`config.mk`:
```
export PLATFORM = sky130hd
export DESIGN_NAME = alu_arbiter_flat
export DESIGN_NICKNAME = d
export VERILOG_FILES = /design/src/rtl/alu_arbiter_if.sv /design/src/rtl/alu_arbiter.sv /design/src/flat_wrapper.sv
export SDC_FILE = /design/constraint.sdc
export NUM_CORES = 1
export LEC_CHECK = 0
export BUFFER_PORTS_ARGS = -buffer_cell sky130_fd_sc_hd__buf_4
export CORE_AREA = 2 2 235 237
export CTS_CLUSTER_DIAMETER = 200
export CTS_CLUSTER_SIZE = 20
export DETAILED_ROUTE_END_ITERATION = 6
export DIE_AREA = 0 0 237 239
export GPL_TIMING_DRIVEN = 0
export PLACE_DENSITY_LB_ADDON = 0.3
export SYNTH_ARGS = -nofsm -noshare
export SYNTH_HDL_FRONTEND = slang
export SYNTH_SLANG_ARGS = --single-unit
export TNS_END_PERCENT = 30
```
`constraint.sdc`:
```
create_clock -name CLK -period 2.9 [get_ports CLK]
set_input_delay 0.87 -clock CLK [delete_from_list [all_inputs] [get_ports CLK]]
set_output_delay 0.87 -clock CLK [all_outputs]
set_load 0.02 [all_outputs]
```
`src/rtl/alu_arbiter_if.sv`:
```
// ============================================================================
// alu_arbiter_if : request/response channels of both requesters and ALU bus
// Rev 1.0
// ============================================================================
`default_nettype none

interface alu_arbiter_if #(
    parameter int WIDTH = 64
);
    logic             req0_valid;
    logic             req0_ready;
    logic [WIDTH-1:0] req0_a;
    logic [WIDTH-1:0] req0_b;
    logic [3:0]       req0_ctrl;

    logic             req1_valid;
    logic             req1_ready;
    logic [WIDTH-1:0] req1_a;
    logic [WIDTH-1:0] req1_b;
    logic [3:0]       req1_ctrl;

    logic             rsp0_valid;
    logic             rsp0_ready;
    logic [WIDTH-1:0] rsp0_result;
    logic             rsp0_zero;
    logic             rsp0_err;

    logic             rsp1_valid;
    logic             rsp1_ready;
    logic [WIDTH-1:0] rsp1_result;
    logic             rsp1_zero;
    logic             rsp1_err;

    logic [WIDTH-1:0] BusA;
    logic [WIDTH-1:0] BusB;
    logic [3:0]       ALUCtrl;
    logic [WIDTH-1:0] BusW;
    logic             Zero;

    // Arbiter side
    modport slave (
        input  req0_valid, req0_a, req0_b, req0_ctrl,
        output req0_ready,
        input  req1_valid, req1_a, req1_b, req1_ctrl,
        output req1_ready,
        output rsp0_valid, rsp0_result, rsp0_zero, rsp0_err,
        input  rsp0_ready,
        output rsp1_valid, rsp1_result, rsp1_zero, rsp1_err,
        input  rsp1_ready,
        output BusA, BusB, ALUCtrl,
        input  BusW, Zero
    );

    // Requesters and ALU side
    modport master (
        output req0_valid, req0_a, req0_b, req0_ctrl,
        input  req0_ready,
        output req1_valid, req1_a, req1_b, req1_ctrl,
        input  req1_ready,
        input  rsp0_valid, rsp0_result, rsp0_zero, rsp0_err,
        output rsp0_ready,
        input  rsp1_valid, rsp1_result, rsp1_zero, rsp1_err,
        output rsp1_ready,
        input  BusA, BusB, ALUCtrl,
        output BusW, Zero
    );
endinterface

`default_nettype wire

```
`src/rtl/alu_arbiter.sv`:
```
// ============================================================================
// alu_arbiter : round-robin sequencer sharing one combinational ALU between two requesters
// Rev 1.0
// ============================================================================
`default_nettype none

module alu_arbiter #(
    parameter int WIDTH       = 64,
    parameter int EXEC_CYCLES = 1
) (
    input  logic          CLK,
    input  logic          Reset_L,
    alu_arbiter_if.slave  bus
);

    typedef enum logic [1:0] {
        IDLE = 2'd0,
        EXEC = 2'd1,
        RESP = 2'd2
    } state_t;

    localparam logic [3:0] EXEC_LOAD = 4'(EXEC_CYCLES - 1);

    state_t           state_q;
    logic             grant_q;
    logic             last_grant_q;
    logic [3:0]       cnt_q;
    logic [WIDTH-1:0] bus_a_q;
    logic [WIDTH-1:0] bus_b_q;
    logic [3:0]       ctrl_q;
    logic [WIDTH-1:0] result_q;
    logic             zero_q;
    logic             err_q;
    logic [1:0]       rsp_valid_q;

    logic             winner;
    logic             accept;
    logic             legal;
    logic             rsp_ready_g;
    logic [WIDTH-1:0] sel_a;
    logic [WIDTH-1:0] sel_b;
    logic [3:0]       sel_ctrl;

    function automatic logic is_legal(input logic [3:0] op);
        case (op)
            4'h0, 4'h1, 4'h2, 4'h6, 4'h7: is_legal = 1'b1;
            default:                      is_legal = 1'b0;
        endcase
    endfunction

    // Under conflict the requester that was not served last wins.
    always_comb begin
        winner = 1'b0;
        if (bus.req0_valid && bus.req1_valid) begin
            winner = ~last_grant_q;
        end else if (bus.req1_valid) begin
            winner = 1'b1;
        end
    end

    assign bus.req0_ready = Reset_L && (state_q == IDLE) && !winner && bus.req0_valid;
    assign bus.req1_ready = Reset_L && (state_q == IDLE) &&  winner && bus.req1_valid;
    assign accept         = bus.req0_ready | bus.req1_ready;

    assign sel_a       = winner ? bus.req1_a    : bus.req0_a;
    assign sel_b       = winner ? bus.req1_b    : bus.req0_b;
    assign sel_ctrl    = winner ? bus.req1_ctrl : bus.req0_ctrl;
    assign legal       = is_legal(sel_ctrl);
    assign rsp_ready_g = grant_q ? bus.rsp1_ready : bus.rsp0_ready;

    always_ff @(posedge CLK or negedge Reset_L) begin
        if (!Reset_L) begin
            state_q      <= IDLE;
            grant_q      <= 1'b0;
            last_grant_q <= 1'b1;
            cnt_q        <= 4'd0;
            bus_a_q      <= '0;
            bus_b_q      <= '0;
            ctrl_q       <= 4'd0;
            result_q     <= '0;
            zero_q       <= 1'b0;
            err_q        <= 1'b0;
            rsp_valid_q  <= 2'b00;
        end else begin
            case (state_q)
                IDLE: begin
                    if (accept) begin
                        grant_q <= winner;
                        if (legal) begin
                            bus_a_q <= sel_a;
                            bus_b_q <= sel_b;
                            ctrl_q  <= sel_ctrl;
                            cnt_q   <= EXEC_LOAD;
                            state_q <= EXEC;
                        end else begin
                            // Illegal opcodes never reach the ALU.
                            result_q            <= '0;
                            zero_q              <= 1'b0;
                            err_q               <= 1'b1;
                            rsp_valid_q[winner] <= 1'b1;
                            state_q             <= RESP;
                        end
                    end
                end
                EXEC: begin
                    if (cnt_q == 4'd0) begin
                        result_q             <= bus.BusW;
                        zero_q               <= bus.Zero;
                        err_q                <= 1'b0;
                        rsp_valid_q[grant_q] <= 1'b1;
                        state_q              <= RESP;
                    end else begin
                        cnt_q <= cnt_q - 4'd1;
                    end
                end
                RESP: begin
                    if (rsp_valid_q[grant_q] && rsp_ready_g) begin
                        rsp_valid_q  <= 2'b00;
                        last_grant_q <= grant_q;
                        bus_a_q      <= '0;
                        bus_b_q      <= '0;
                        ctrl_q       <= 4'd0;
                        state_q      <= IDLE;
                    end
                end
                default: begin
                    state_q <= IDLE;
                end
            endcase
        end
    end

    assign bus.BusA        = bus_a_q;
    assign bus.BusB        = bus_b_q;
    assign bus.ALUCtrl     = ctrl_q;

    assign bus.rsp0_valid  = rsp_valid_q[0];
    assign bus.rsp0_result = result_q;
    assign bus.rsp0_zero   = zero_q;
    assign bus.rsp0_err    = err_q;
    assign bus.rsp1_valid  = rsp_valid_q[1];
    assign bus.rsp1_result = result_q;
    assign bus.rsp1_zero   = zero_q;
    assign bus.rsp1_err    = err_q;

endmodule

`default_nettype wire

```
`src/flat_wrapper.sv`:
```
// flat-port wrapper written by rule: the top's interface ports become plain ports
module alu_arbiter_flat 
#(
    parameter int WIDTH       = 64,
    parameter int EXEC_CYCLES = 1
)
  (CLK, Reset_L, bus_req0_valid, bus_req0_a, bus_req0_b, bus_req0_ctrl, bus_req0_ready, bus_req1_valid, bus_req1_a, bus_req1_b, bus_req1_ctrl, bus_req1_ready, bus_rsp0_valid, bus_rsp0_result, bus_rsp0_zero, bus_rsp0_err, bus_rsp0_ready, bus_rsp1_valid, bus_rsp1_result, bus_rsp1_zero, bus_rsp1_err, bus_rsp1_ready, bus_BusA, bus_BusB, bus_ALUCtrl, bus_BusW, bus_Zero);
  alu_arbiter_if #(.WIDTH(WIDTH)) bus_i ();
  input  logic CLK;
  input  logic Reset_L;
  input wire logic [$bits(bus_i.req0_valid)-1:0] bus_req0_valid;
  input wire logic [$bits(bus_i.req0_a)-1:0] bus_req0_a;
  input wire logic [$bits(bus_i.req0_b)-1:0] bus_req0_b;
  input wire logic [$bits(bus_i.req0_ctrl)-1:0] bus_req0_ctrl;
  output wire logic [$bits(bus_i.req0_ready)-1:0] bus_req0_ready;
  input wire logic [$bits(bus_i.req1_valid)-1:0] bus_req1_valid;
  input wire logic [$bits(bus_i.req1_a)-1:0] bus_req1_a;
  input wire logic [$bits(bus_i.req1_b)-1:0] bus_req1_b;
  input wire logic [$bits(bus_i.req1_ctrl)-1:0] bus_req1_ctrl;
  output wire logic [$bits(bus_i.req1_ready)-1:0] bus_req1_ready;
  output wire logic [$bits(bus_i.rsp0_valid)-1:0] bus_rsp0_valid;
  output wire logic [$bits(bus_i.rsp0_result)-1:0] bus_rsp0_result;
  output wire logic [$bits(bus_i.rsp0_zero)-1:0] bus_rsp0_zero;
  output wire logic [$bits(bus_i.rsp0_err)-1:0] bus_rsp0_err;
  input wire logic [$bits(bus_i.rsp0_ready)-1:0] bus_rsp0_ready;
  output wire logic [$bits(bus_i.rsp1_valid)-1:0] bus_rsp1_valid;
  output wire logic [$bits(bus_i.rsp1_result)-1:0] bus_rsp1_result;
  output wire logic [$bits(bus_i.rsp1_zero)-1:0] bus_rsp1_zero;
  output wire logic [$bits(bus_i.rsp1_err)-1:0] bus_rsp1_err;
  input wire logic [$bits(bus_i.rsp1_ready)-1:0] bus_rsp1_ready;
  output wire logic [$bits(bus_i.BusA)-1:0] bus_BusA;
  output wire logic [$bits(bus_i.BusB)-1:0] bus_BusB;
  output wire logic [$bits(bus_i.ALUCtrl)-1:0] bus_ALUCtrl;
  input wire logic [$bits(bus_i.BusW)-1:0] bus_BusW;
  input wire logic [$bits(bus_i.Zero)-1:0] bus_Zero;
  assign bus_i.req0_valid = bus_req0_valid;
  assign bus_i.req0_a = bus_req0_a;
  assign bus_i.req0_b = bus_req0_b;
  assign bus_i.req0_ctrl = bus_req0_ctrl;
  assign bus_req0_ready = bus_i.req0_ready;
  assign bus_i.req1_valid = bus_req1_valid;
  assign bus_i.req1_a = bus_req1_a;
  assign bus_i.req1_b = bus_req1_b;
  assign bus_i.req1_ctrl = bus_req1_ctrl;
  assign bus_req1_ready = bus_i.req1_ready;
  assign bus_rsp0_valid = bus_i.rsp0_valid;
  assign bus_rsp0_result = bus_i.rsp0_result;
  assign bus_rsp0_zero = bus_i.rsp0_zero;
  assign bus_rsp0_err = bus_i.rsp0_err;
  assign bus_i.rsp0_ready = bus_rsp0_ready;
  assign bus_rsp1_valid = bus_i.rsp1_valid;
  assign bus_rsp1_result = bus_i.rsp1_result;
  assign bus_rsp1_zero = bus_i.rsp1_zero;
  assign bus_rsp1_err = bus_i.rsp1_err;
  assign bus_i.rsp1_ready = bus_rsp1_ready;
  assign bus_BusA = bus_i.BusA;
  assign bus_BusB = bus_i.BusB;
  assign bus_ALUCtrl = bus_i.ALUCtrl;
  assign bus_i.BusW = bus_BusW;
  assign bus_i.Zero = bus_Zero;
  alu_arbiter #(.WIDTH(WIDTH), .EXEC_CYCLES(EXEC_CYCLES)) u_core (.CLK(CLK), .Reset_L(Reset_L), .bus(bus_i));
endmodule
```
==> results.sh, run 1 <==
export IMPL_cts_sinks=208
export IMPL_fp_dieW_um=237
export IMPL_die_area_um2=56600
export IMPL_crit_slowest_cell="clkbuf_1"
export IMPL_clockBufferDepth=3
export IMPL_synthesis_nets=1371
export IMPL_cts_buffers_inserted=14
export IMPL_synth_seq_cells=208
export IMPL_power_mw=16.2
export IMPL_p_per_area_nw_per_um2=1010
export IMPL_cts_tree="done"
export IMPL_maxCapViolCount=0
export IMPL_seq_area_frac_synth_pct=51.7
export IMPL_slowest_delay_ns=0.89
export IMPL_timing_final_ws_setup_ns=0.0729
export IMPL_nNetsFinal=1993
export IMPL_cp_start_kind="input port"
export IMPL_drtPass1Iterations=5
export IMPL_status="finished clean"
export IMPL_setup_viol=0
export IMPL_grt_pass1_vias=10500
export IMPL_dpl_cell_area_um2=15500
export IMPL_hold_violations=0
export IMPL_worstPathCellList="buf_4 > nand3b_1 > nand3b_1 > clkbuf_1 > clkbuf_1 > o22ai_1 > a22o_1"
export IMPL_rsz0062_at_grt="false"
export IMPL_preCtsSetupSlack_ns=-1.70
export IMPL_clock_latency_ns=0.51
export IMPL_vias=10400
export IMPL_stdcell_count=2365
export IMPL_final_util_pct=29.6
export IMPL_end_kind="register"
export IMPL_ant_nets=0
export IMPL_crit_required_ns=3.31
export IMPL_synth_area_leader_cell="dfrtp_1"
export IMPL_post_route_min_period_ns=2.83
export IMPL_die_h_um=239
export IMPL_critPathKind="in -> reg"
export IMPL_antenna_found_initial=0
export IMPL_power_leakage_nw=8.16
export IMPL_synth_top_cells_by_area="dfrtp_1, a22o_1, nand2_1"
export IMPL_cts_htree_levels=1
export IMPL_synthToLayoutAreaGrowth_pct=59.5
export IMPL_synth_mux_area_share_pct=0
export IMPL_place_congestion=0.843
export IMPL_wl_per_cell_um=18.8
export IMPL_synth_area_per_cell_um2=9.75
export IMPL_holdWs_ns=0.267
export IMPL_wl_mm=44.5
export IMPL_final_common_cell="buf_4"
export IMPL_diodes=0
export IMPL_fin_crit_sh_pct=97.5
export IMPL_grt_use_total_pct=14.7
export IMPL_report_final_slew_viol_count=0
export IMPL_synth_adder_area_share_pct=0.248
export IMPL_synth_compound_area_share_pct=26.9
export IMPL_relSlewSlack_pct=22.8
export IMPL_rows=86
export IMPL_synthCells=1034
export IMPL_drc=0
export IMPL_holdBufCountCts=0
export IMPL_synth_xor_area_share_pct=0
export IMPL_fillCellCount=5758
export IMPL_finish_instance_area_um2=16100
export IMPL_tns_ns=0
export IMPL_synth_warnings=0
export IMPL_worst_pin_slew_ns=1.16
export IMPL_critical_path_arrival_ns=3.23
export IMPL_critPathMaxFanout=10
export IMPL_grt_pass1_wl_mm=64.5
export IMPL_hpwl_mm=34.7
export IMPL_clk_pin_slew_ns=0.09
export IMPL_grt_max_degree=56
export IMPL_synth_cell_type_count=32
export IMPL_hold_path_class="in -> async"
export IMPL_ir_worst_vdd_uv=509
export IMPL_viasPerCell=4.42
export IMPL_cts_setup_buffers=0
export IMPL_fmax_mhz=354
export IMPL_drive_gt1_share_pct=43.0
export IMPL_clock_skew_ns=0.0307
export IMPL_yosys_area_top_type_share_pct=51.4
export IMPL_synth_top_family_by_area="compound AO/OA/AOI/OAI gates"
export IMPL_placed_cells=2341
export IMPL_start_util_pct=18.5
export IMPL_synthSimpleGateAreaFrac_pct=11.7
export IMPL_ioPinCount=603
export IMPL_netlist_area_um2=10100
export IMPL_io_buffers=602
export IMPL_most_common_layout_cells="buf_4, nand2_1, dfrtp_1"
export IMPL_drt_initial_drc_count=470
export IMPL_cts_root_buffer="clkbuf_16"
export IMPL_overflow=0
export IMPL_core_area_um2=54300
[sequential cells by signal (all words and copies together), names as in the netlist]
name                    count
u_core.bus.ALUCtrl          4
u_core.bus.BusA            64
u_core.bus.BusB            64
u_core.bus.rsp0_err         1
u_core.bus.rsp0_result     64
u_core.bus.rsp0_zero        1
u_core.cnt_q                4
u_core.grant_q              1
u_core.last_grant_q         1
u_core.rsp_valid_q          2
u_core.state_q              2
[critical path, delay by kind of cell]
| family | cells | cell delay (ns) |
|---|---|---|
| buf+inv | 3 | 1.48 |
| compound gates | 2 | 0.40 |
| simple gates | 2 | 0.44 |
[power by group]
group / leakage (nW) / switching [mW] / internal (mW)
Clock: 0.198 / 1.06 / 0.961
Combinational: 5.20 / 4.83 / 4.18
Sequential: 2.76 / 1.00 / 4.18
Total: 8.16 / 6.89 / 9.32
[path summary, 6_finish.rpt]
kind / from / cells after the start / slack, ns / to
max: bus_req0_ctrl[2] / 7 / 0.07 / u_core.bus.BusB[38]$_DFFE_PN0P_
min: Reset_L / 1 / 0.27 / u_core.bus.BusA[58]$_DFFE_PN0P_
max reg2reg: u_core.last_grant_q$_DFFE_PN1P_ / 9 / 0.22 / u_core.bus.BusB[39]$_DFFE_PN0P_
min reg2reg: u_core.bus.ALUCtrl[3]$_DFFE_PN0P_ / 1 / 0.50 / u_core.bus.ALUCtrl[3]$_DFFE_PN0P_
max in group asynchronous: Reset_L / 2 / 1.97 / u_core.bus.rsp0_result[33]$_DFFE_PN0P_
min in group CLK: u_core.bus.ALUCtrl[3]$_DFFE_PN0P_ / 1 / 0.50 / u_core.bus.ALUCtrl[3]$_DFFE_PN0P_
[cell families after synthesis]
group                      count (synthesis)
AOI/OAI and AO/OA                        352
adders and majority gates                  2
buffers and inverters                    174
DFF                                      208
and+or+nand+nor                          298
[layer usage]
layer / routed length (um) / GRT usage, % / vias to the layer above
li1: - / - / 4927
met1: 18800 / 18.6 / 5075
met2: 22000 / 25.9 / 394
met3: 2760 / 2.92 / 48
met4: 968 / 3.43 / 0
met5: 0 / 0 / -
[cell type report]
cell class | count | area (um2) | share of cell area [%]
Multi-Input combinational cell | 652 | 3930 | 24.5
Sequential cell | 208 | 5210 | 32.4
Clock buffer | 20 | 394 | 2.45
Buffer | 169 | 958 | 5.96
Tap cell | 704 | 881 | 5.48
Clock inverter | 1 | 16.3 | 0.101
Timing Repair Buffer | 606 | 4660 | 29.0
Inverter | 5 | 18.8 | 0.117
[cell usage after synthesis]
| library cell | count |
|---|---|
| a21o_1 | 1 |
| nor2_1 | 8 |
| and3_1 | 1 |
| inv_1 | 5 |
| a21bo_1 | 1 |
| dfstp_2 | 1 |
| dfrtp_1 | 207 |
| a31oi_1 | 2 |
| buf_2 | 8 |
| nand3b_1 | 5 |
| o2bb2ai_1 | 4 |
| and2_1 | 2 |
| nand2_1 | 268 |
| nand3_1 | 3 |
| nor3b_1 | 1 |
| a211o_1 | 1 |
| a21oi_1 | 7 |
| ha_1 | 2 |
| buf_6 | 6 |
| nand4b_1 | 2 |
| a21boi_2 | 1 |
| o32ai_2 | 1 |
| o22ai_1 | 131 |
| buf_1 | 3 |
| nor3_1 | 3 |
| a22o_1 | 196 |
| buf_4 | 67 |
| or3_1 | 1 |
| nor4_1 | 2 |
| o21ai_0 | 7 |
| clkbuf_1 | 85 |
| nand2b_1 | 2 |
[timing repair]
item,4_1_cts,5_1_grt
pin swaps,0,0
hold endpoints to repair,0,0
cloned,3,0
resized for setup,10,8
setup endpoints to repair,203,48
No activity file was read; power rests on OpenSTA's default activity.
==> run 2, diff against run 1 <==
ABC_AREA = 1   (was unset)
==> run 2 against run 1 <==
  * Sequential power shrank 3%
  * Critical path type is now reg -> out
  * Register-to-register slack better by 0.18 ns
  * Largest power group unchanged
  * Clock-buffer cell count decreased by 1
  * Routed wire length increased by 6.6%
  * Largest cell class unchanged
  * Area after synthesis grew 6.1%
  * Global-route usage grew 1.3 points
  * Fmax increased by 2.8%
  * Sequential share of layout area is 1.1 points lower
  * Hold slack got worse by 0.025 ns
  * Cell count is 18% higher
  * Setup slack improved by 0.078 ns
==> results.sh, run 2 <==
export IMPL_finish_instance_area_um2=16700
export IMPL_critical_path_arrival_ns=1.88
export IMPL_synthArstFlopShare_pct=100
export IMPL_final_common_cell="nand2_1"
export IMPL_power_mw=18.8
export IMPL_drive_gt1_share_pct=36.4
export IMPL_r2r_slack_ns=0.40
export IMPL_reg2regPathDepth=7
export IMPL_synthesis_nets=1793
export IMPL_setup_viol=0
export IMPL_die_area_um2=56600
export IMPL_clockBufferDepth=3
export IMPL_synth_seq_cells=208
export IMPL_clock_latency_ns=0.52
export IMPL_dpl_cell_area_um2=16100
export IMPL_synthCells=1456
export IMPL_core_area_um2=54300
export IMPL_synth_edf_count=0
export IMPL_synth_top_cells_by_area="dfrtp_1, nand2_1, nand3_1"
export IMPL_critPathMaxFanout=10
export IMPL_crit_family="flip-flops"
export IMPL_drtPass1Iterations=5
export IMPL_synth_top_family_by_area="simple AND/OR/NAND/NOR gates"
export IMPL_worstPathCellList="nand2_2 > nand2_4 > inv_2 > buf_2 > nor2_2 > buf_4"
export IMPL_ioPinCount=603
export IMPL_hpwl_mm=36.8
export IMPL_end_kind="output port"
export IMPL_holdBufCountCts=0
export IMPL_nNetsFinal=2415
export IMPL_drc=0
export IMPL_viasPerCell=4.20
export IMPL_stdcell_count=2786
export IMPL_maxCapViolCount=0
export IMPL_synth_compound_area_share_pct=6.47
export IMPL_most_common_layout_cells="nand2_1, buf_4, dfrtp_1"
export IMPL_synth_warnings=0
export IMPL_worst_r2r_endpoint="u_core.bus.BusB[20]$_DFFE_PN0P_"
export IMPL_rows=86
export IMPL_fin_crit_sh_pct=94.8
export IMPL_cp_start_kind="register"
export IMPL_yosys_area_top_type_share_pct=48.4
export IMPL_post_route_min_period_ns=2.75
export IMPL_synth_most_common_cell="nand2_1"
export IMPL_synthFlopType="dfrtp_1"
export IMPL_wl_per_cell_um=17.0
export IMPL_grt_max_degree=55
export IMPL_power_leakage_nw=9.37
export IMPL_grt_pass1_vias=11700
export IMPL_io_buffers=602
export IMPL_netlist_area_um2=10700
export IMPL_synth_mux_area_share_pct=0
export IMPL_antenna_found_initial=0
export IMPL_clock_skew_ns=0.0336
export IMPL_diodes=0
export IMPL_synthToLayoutAreaGrowth_pct=55.7
export IMPL_slowest_delay_ns=0.56
export IMPL_fmax_mhz=364
export IMPL_vias=11700
export IMPL_status="finished clean"
export IMPL_wl_mm=47.4
export IMPL_ant_nets=0
export IMPL_cts_setup_buffers=0
export IMPL_cts_root_buffer="clkbuf_16"
export IMPL_p_per_area_nw_per_um2=1130
export IMPL_drt_initial_drc_count=498
export IMPL_synth_common_cells="nand2_1, dfrtp_1, nand3_1"
export IMPL_critPathKind="reg -> out"
export IMPL_hold_path_class="in -> async"
export IMPL_hold_violations=0
export IMPL_synth_adder_area_share_pct=0.234
export IMPL_crit_slowest_cell="dfstp_2"
export IMPL_clk_pin_slew_ns=0.10
export IMPL_cts_htree_levels=1
export IMPL_cts_sinks=208
export IMPL_cts_tree="done"
export IMPL_synth_area_leader_cell="dfrtp_1"
export IMPL_synth_cell_type_count=26
export IMPL_report_final_slew_viol_count=0
export IMPL_placed_cells=2763
export IMPL_crit_required_ns=2.03
export IMPL_synth_xor_area_share_pct=0.164
export IMPL_overflow=0
export IMPL_relSlewSlack_pct=49.4
export IMPL_ir_worst_vdd_uv=382
export IMPL_die_h_um=239
export IMPL_start_util_pct=19.7
export IMPL_fp_dieW_um=237
export IMPL_critPathBufInv=3
export IMPL_cts_buffers_inserted=14
export IMPL_worst_pin_slew_ns=0.758
export IMPL_r2r_start="u_core.state_q[1]$_DFFE_PN0P_"
export IMPL_seq_area_frac_synth_pct=48.7
export IMPL_rsz0062_at_grt="false"
export IMPL_fillCellCount=5929
export IMPL_grt_use_total_pct=16.0
export IMPL_grt_pass1_wl_mm=69.7
export IMPL_place_congestion=0.859
export IMPL_synth_area_per_cell_um2=7.34
export IMPL_synthSimpleGateAreaFrac_pct=34.6
-- run 2: cell types whose count changed in the layout (fill, tap and decap cells not counted), sizes merged, moves of 49 or more --
cell	change
nand2	+493
a22o	-196
nand3	+143
o22ai	-131
a21oi	+125
clkbuf	-49
-- run 2: routing by layer --
metal / vias to the layer above / routed length (um) / track usage (%)
li1: 5767 / - / -
met1: 5446 / 19500 / 19.4
met2: 415 / 23400 / 28.3
met3: 68 / 2860 / 3.13
met4: 0 / 1670 / 5.60
met5: - / 0 / 0
-- run 2: repair_timing --
action / 4_1_cts / 5_1_grt
gates resized for setup: 4 / 2
setup endpoints to repair: 201 / 1
gates cloned: 3 / 0
-- run 2: power breakdown --
group | switching (mW) | total [mW] | internal (mW)
Clock | 1.09 | 2.05 | 0.956
Combinational | 7.19 | 11.7 | 4.48
Sequential | 0.900 | 5.05 | 4.15
Total | 9.18 | 18.8 | 9.58
-- run 2: final cells by class --
type | count | area [um2] | share of cell area (%)
plain buffers | 166 | 991 | 5.95
clock inverters | 1 | 16.3 | 0.0977
well taps | 704 | 881 | 5.29
clock buffers | 19 | 390 | 2.34
flip-flops and latches | 208 | 5210 | 31.3
repair buffers | 606 | 4660 | 28.0
multi-input cells | 1065 | 4440 | 26.7
inverters | 17 | 63.8 | 0.383
-- run 2: kinds of logic after synthesis --
logic type                 after synthesis
DFF                                    208
adders and majority gates                2
xor gates and xnor gates                 2
AOI/OAI and AO/OA                      137
and+or+nand+nor                        924
buffers and inverters                  183
-- run 2: stage by stage --
| step | setup TNS [ns] | util (%) | worst slack, ns | hold WS, ns |
|---|---|---|---|---|
| after detailed placement | -157.42 | 29.7 | -0.944 | 0.459 |
| after global routing | 0 | 30.6 | 0.0335 | 0.235 |
| after global placement | -539.87 | 29.6 | -2.12 | 0.457 |
| final | 0 | 30.6 | 0.151 | 0.242 |
| after CTS | 0 | 30.6 | 0.0196 | 0.221 |
| after floorplan | 0 | - | 0.358 | 0.465 |
-- run 2: worst max-delay path by stage --
stage          depth (start not counted)                       startpoint                               to
2_1_floorplan                          5                   bus_req0_valid                   bus_req0_ready
3_3_place_gp                           9                          Reset_L  u_core.bus.BusB[29]$_DFFE_PN0P_
3_5_place_dp                          12                          Reset_L  u_core.bus.BusA[38]$_DFFE_PN0P_
4_1_cts                                6  u_core.last_grant_q$_DFFE_PN1P_                   bus_req0_ready
5_1_grt                                6  u_core.last_grant_q$_DFFE_PN1P_                   bus_req0_ready
6_report                               6  u_core.last_grant_q$_DFFE_PN1P_                   bus_req0_ready
